`config.mk`:
```
export PLATFORM = sky130hd
export DESIGN_NAME = module_booth_ctrl
export DESIGN_NICKNAME = d
export VERILOG_FILES = /design/src/rtl/module_booth_ctrl.sv
export SDC_FILE = /design/constraint.sdc
export NUM_CORES = 1
export LEC_CHECK = 0
export ABC_AREA = 1
export CAP_MARGIN = 20
export CORE_AREA = 2 2 39 41
export CTS_BUF_LIST = sky130_fd_sc_hd__clkbuf_4 sky130_fd_sc_hd__clkbuf_8 sky130_fd_sc_hd__clkbuf_16
export DETAILED_ROUTE_END_ITERATION = 10
export DIE_AREA = 0 0 41 43
export GPL_TIMING_DRIVEN = 0
export PLACE_DENSITY = 0.56
export RECOVER_POWER = 25
export SYNTH_ARGS = -nofsm -noshare
export SYNTH_HDL_FRONTEND = slang
export SYNTH_SLANG_ARGS = --single-unit
```
`constraint.sdc`:
```
create_clock -name clk -period 2.87 [get_ports clk]
set_input_delay 0.7175 -clock clk [delete_from_list [all_inputs] [get_ports clk]]
set_output_delay 0.7175 -clock clk [all_outputs]
set_load 0.01 [all_outputs]
```
`src/rtl/module_booth_ctrl.sv`:
```
// Booth radix-2 multiplier sequencer: LOAD, then N rounds of EVAL/SHIFT, then a one-cycle DONE.
// add/sub are decoded from the live {q0,q_1}; every other output comes from registered state/count.
module module_booth_ctrl #(
    parameter int N  = 4,
    parameter int CW = $clog2(N + 1)
) (
    input  logic          clk,
    input  logic          rst,
    input  logic          start,
    input  logic          q0,
    input  logic          q_1,
    output logic          load,
    output logic          add,
    output logic          sub,
    output logic          shift,
    output logic          busy,
    output logic          done,
    output logic [CW-1:0] count
);

    typedef enum logic [2:0] {
        IDLE  = 3'd0,
        LOAD  = 3'd1,
        EVAL  = 3'd2,
        SHIFT = 3'd3,
        DONE  = 3'd4
    } state_t;

    state_t        state;
    state_t        state_nx;
    logic [CW-1:0] cnt;

    always_ff @(posedge clk or negedge rst) begin
        if (!rst) begin
            state <= IDLE;
            cnt   <= '0;
        end else begin
            state <= state_nx;
            case (state)
                LOAD:    cnt <= CW'(N);
                // Guarded so the counter can never wrap below zero.
                SHIFT:   if (cnt != '0) cnt <= cnt - CW'(1);
                default: ;
            endcase
        end
    end

    always_comb begin
        state_nx = IDLE;
        case (state)
            IDLE:    state_nx = start ? LOAD : IDLE;
            LOAD:    state_nx = EVAL;
            EVAL:    state_nx = SHIFT;
            SHIFT:   state_nx = (cnt <= CW'(1)) ? DONE : EVAL;
            DONE:    state_nx = IDLE;
            default: state_nx = IDLE;
        endcase
    end

    always_comb begin
        load  = 1'b0;
        add   = 1'b0;
        sub   = 1'b0;
        shift = 1'b0;
        done  = 1'b0;
        busy  = 1'b0;
        case (state)
            LOAD: begin
                load = 1'b1;
                busy = 1'b1;
            end
            EVAL: begin
                sub  = q0 & ~q_1;
                add  = ~q0 & q_1;
                busy = 1'b1;
            end
            SHIFT: begin
                shift = 1'b1;
                busy  = 1'b1;
            end
            DONE: begin
                done = 1'b1;
                busy = 1'b1;
            end
            default: ;
        endcase
    end

    assign count = cnt;

endmodule

```
==> summary.txt <==
Power
  – Internal power component: 0.341 mW
  – Net switching power: 0.260 mW
  – Combinational group share of total power: 58.8%
  – Part of the power in registers: 29.2%
  – Switching fraction of total power: 43.2%
  – Pwr Density: 1110 mW/mm2
  – Highest ir drop seen on vdd: 0.434 mV
  – Leakage dissipation: 0.277 nW
  – Clock power share: 12.0%

Cells and area
  – Storage element area: 150 um2
  – Synthesis-to-finish area growth: 46.6%
  – Antenna fix cells: 0
  – Multi-input gate area: 183 um2
  – Layout net count: 74
  – Fraction of final layout cells with drive strength greater than 1: 12.3%
  – Filler cell count: 150

Place
  – GP Congestion: 0.715
  – Count of input and output buffers: 13
  – Setup WS pre-CTS: 0.210 ns
  – DP HPWL: 628 um

Clock tree
  – Clock transition time at the flip-flop clock pins of the worst setup and hold paths: 0.04 ns
  – Root buf cell: sky130_fd_sc_hd__clkbuf_4
  – Clk Latency, worst-skew pair: 0.23 ns
  – Resize count post-CTS: 0
  – Buffer count from post-CTS setup fixing: 0
  – TritonCTS buffer count: 3
  – H-tree levels: 1
  – Clock tree from TritonCTS: built
  – Clock sinks: 6
  – Number of hold-repair buffers added at the cts stage: 0
  – Longest Clk Path Bufs: 2

Synth
  – Synth top area share: 40.5%
  – Combinational family with the most area after synthesis: simple AND/OR/NAND/NOR gates
  – Portion of the post-synthesis area used by sequential elements: 40.5%
  – Instance count of the mapped netlist: 49
  – Main flop type after synthesis: sky130_fd_sc_hd__dfrtp_1
  – Most used standard cell by instance count after synthesis: sky130_fd_sc_hd__nand2_1
  – Compound-Gate Fraction of Synth Area: 1.35%
  – Mean post-synth cell area: 7.56 um2
  – Share of synthesized registers carrying an async set or reset: 100%
  – Cell types with the highest counts after synthesis: 14 x sky130_fd_sc_hd__nand2_1, 10 x sky130_fd_sc_hd__inv_1, 6 x sky130_fd_sc_hd__dfrtp_1
  – Yosys warnings: 0
  – Yosys cell types: 13
  – Post-synthesis share of cell area spent on and, or, nand and nor gates: 41.2%
  – Number of enable-type register cells in the synthesized netlist: 0
  – Synth area leader: sky130_fd_sc_hd__dfrtp_1
  – Mux cell area share after synthesis: 0%
  – Synthesized net count: 56
  – Seq cells post-synth: 6
  – Synth top area cells: sky130_fd_sc_hd__dfrtp_1 41%, sky130_fd_sc_hd__nand2_1 14%, sky130_fd_sc_hd__inv_1 10%
  – Adder and majority cell fraction of the synthesized area: 6.76%
  – Share of the synthesized netlist area taken by xor and xnor gates: 0%
  – Cell area after technology mapping: 370 um2

Setup path
  – Reg2Reg Capture Point: count[2]
  – Maximum cell stage delay along the critical path: 0.56 ns
  – Critical Path Most Common Cell: sky130_fd_sc_hd__clkdlybuf4s50_1
  – Data required time of the critical path: 2.15 ns
  – Setup crit end kind: primary output
  – Worst reg2reg path startpoint: count[1]
  – Worst reg2reg setup slack: 1.74 ns
  – Worst path slowest cell: sky130_fd_sc_hd__clkdlybuf4s50_1
  – Worst Path Class, Setup: in2out
  – Startpoint type of the worst setup path: input pin
  – Worst reg2reg path depth: 7
  – Crit-path max FO: 2
  – Critical Path, Cell by Cell: clkdlybuf4s50_1 > inv_1 > nor3_1 > clkdlybuf4s50_1
  – CP arrival: 1.95 ns

GRT
  – Met2 demand-to-capacity share in global routing: 15.0%
  – Global-route usage over all layers: 10.7%
  – Number of global-route vias before repair: 318
  – Maximum number of pins on one net before global-route repair: 7
  – Met1 Use GR: 14.1%
  – Remaining global-route overflow: 0
  – First-pass GRT wire length: 1290 um
  – Met3 Track Usage GR: 1.57%
  – Antenna violations before repair: 0
  – Layer carrying the most global-route usage: met2

Floorplan
  – Placement row count: 14
  – Top-Level Pins: 14
  – Die Area: 0.00176 mm2
  – Initial core utilization: 26.8%
  – Core box area: 0.00138 mm2
  – Height of the die: 43 um
  – Die Span X: 41 um

STA
  – Transition time at the pin with the least slew margin: 0.251 ns
  – Clock period minus worst slack: 2.66 ns
  – Normalized max-slew margin: 83.2%
  – Sum of negative setup slack: 0 ns
  – Final critical-path share of the clock period: 92.8%
  – Max-slew violation count: 0
  – Final Skew: 0.000242 ns
  – Setup violation total in the final timing report: 0
  – Peak Freq: 376 MHz
  – Setup slack after layout: 0.207 ns
  – Final Hold Vio Count: 0
  – Unrepaired setup endpoints after global routing: no

Routing
  – Detailed-routing iteration count for the pre-antenna-repair pass: 4
  – DRC viols: 0
  – Final routed wirelength across all metal layers: 732 um
  – Drt first-iter violations: 6
  – Average via count per standard cell: 4.09
  – Final routed wire length divided by cell count: 9.04 um
  – Via count: 331
  – Post-detailed-route count of antenna-violating nets: 0

Run
  – Maximum capacitance violations: 0

Min path
  – Worst min-delay path class: reg2reg
  – Critical hold path startpoint: count[0]
  – Hold-critical path endpoint: count[0]
  – Cell count of the worst hold path: 2

Run status
  – Run status: finished clean
[kinds of logic (layout without fill, tap and decap cells)]
| family | Yosys count | in the layout |
|---|---|---|
| flops | 6 | 6 |
| buf+inv | 10 | 26 |
| simple gates | 30 | 30 |
| compound gates | 1 | 1 |
| fa+ha+maj | 2 | 2 |
[power groups by stage]
stage,Combinational [mW],Clock (mW),Sequential [mW]
final,0.354,0.0721,0.175
after global routing,0.401,0.0825,0.182
after CTS,0.359,0.0769,0.176
after detailed placement,0.360,0,0.177
after global placement,0.356,0,0.176
after floorplan,0.206,0,0.176
[routing by layer]
| layer | vias up | wire length, um | part of all wire [%] |
|---|---|---|---|
| li1 | 184 | - | - |
| met1 | 139 | 333 | 45 |
| met2 | 8 | 349 | 48 |
| met3 | 0 | 49 | 6.7 |
| met4 | 0 | 0 | 0 |
| met5 | - | 0 | 0 |
[final cells by class]
| type | count | area share (%) |
|---|---|---|
| clock buffers | 3 | 4.15 |
| inverters | 10 | 6.91 |
| multi-input cells | 33 | 33.6 |
| flip-flops and latches | 6 | 27.6 |
| well taps | 16 | 3.69 |
| repair buffers | 13 | 24.0 |
[cells in the final DEF (no fill, tap or decap)]
cell type	synthesis	routed
sky130_fd_sc_hd__dlygate4sd3_1	0	1
sky130_fd_sc_hd__dfrtp_1	6	6
sky130_fd_sc_hd__nor4_2	1	1
sky130_fd_sc_hd__nand2_1	14	14
sky130_fd_sc_hd__ha_1	2	2
sky130_fd_sc_hd__nor2_4	1	1
sky130_fd_sc_hd__clkdlybuf4s50_1	0	12
sky130_fd_sc_hd__nand3b_1	1	1
sky130_fd_sc_hd__inv_1	10	10
sky130_fd_sc_hd__nand3_1	5	5
sky130_fd_sc_hd__nor2_1	3	3
sky130_fd_sc_hd__clkbuf_4	0	3
sky130_fd_sc_hd__o21ai_0	1	1
sky130_fd_sc_hd__nand2_2	2	2
sky130_fd_sc_hd__nor3_1	2	2
sky130_fd_sc_hd__nand3_2	1	1
[how the worst max path moves through the flow]
stage	start	to	slack, ns	cells after the start
2_1_floorplan	q_1	add	1.10	2
3_3_place_gp	q_1	add	0.21	4
3_5_place_dp	q_1	add	0.21	4
4_1_cts	q_1	add	0.21	4
5_1_grt	q_1	add	0.16	4
6_report	q_1	add	0.21	4
[through the flow]
step	hold slack (ns)	instance area, um2	utilization [%]	cells	total power, mW
4_1_cts	0.502	543	39.2	81	0.613
3_5_place_dp	0.494	520	37.6	78	0.537
6_report	0.495	543	39.2	81	0.601
5_1_grt	0.545	543	39.2	81	0.665
2_1_floorplan	0.422	370	-	49	0.382
3_3_place_gp	0.494	520	37.6	78	0.532
[critical path, delay by kind of cell]
family | cells | cell delay, ns
AND/OR/NAND/NOR | 1 | 0.17
buffers and inverters | 3 | 1.07
[sequential cells by signal (all words and copies together) (netlist names)]
name and flops:
state 3, count 3
(Power assumes the default switching activity.)
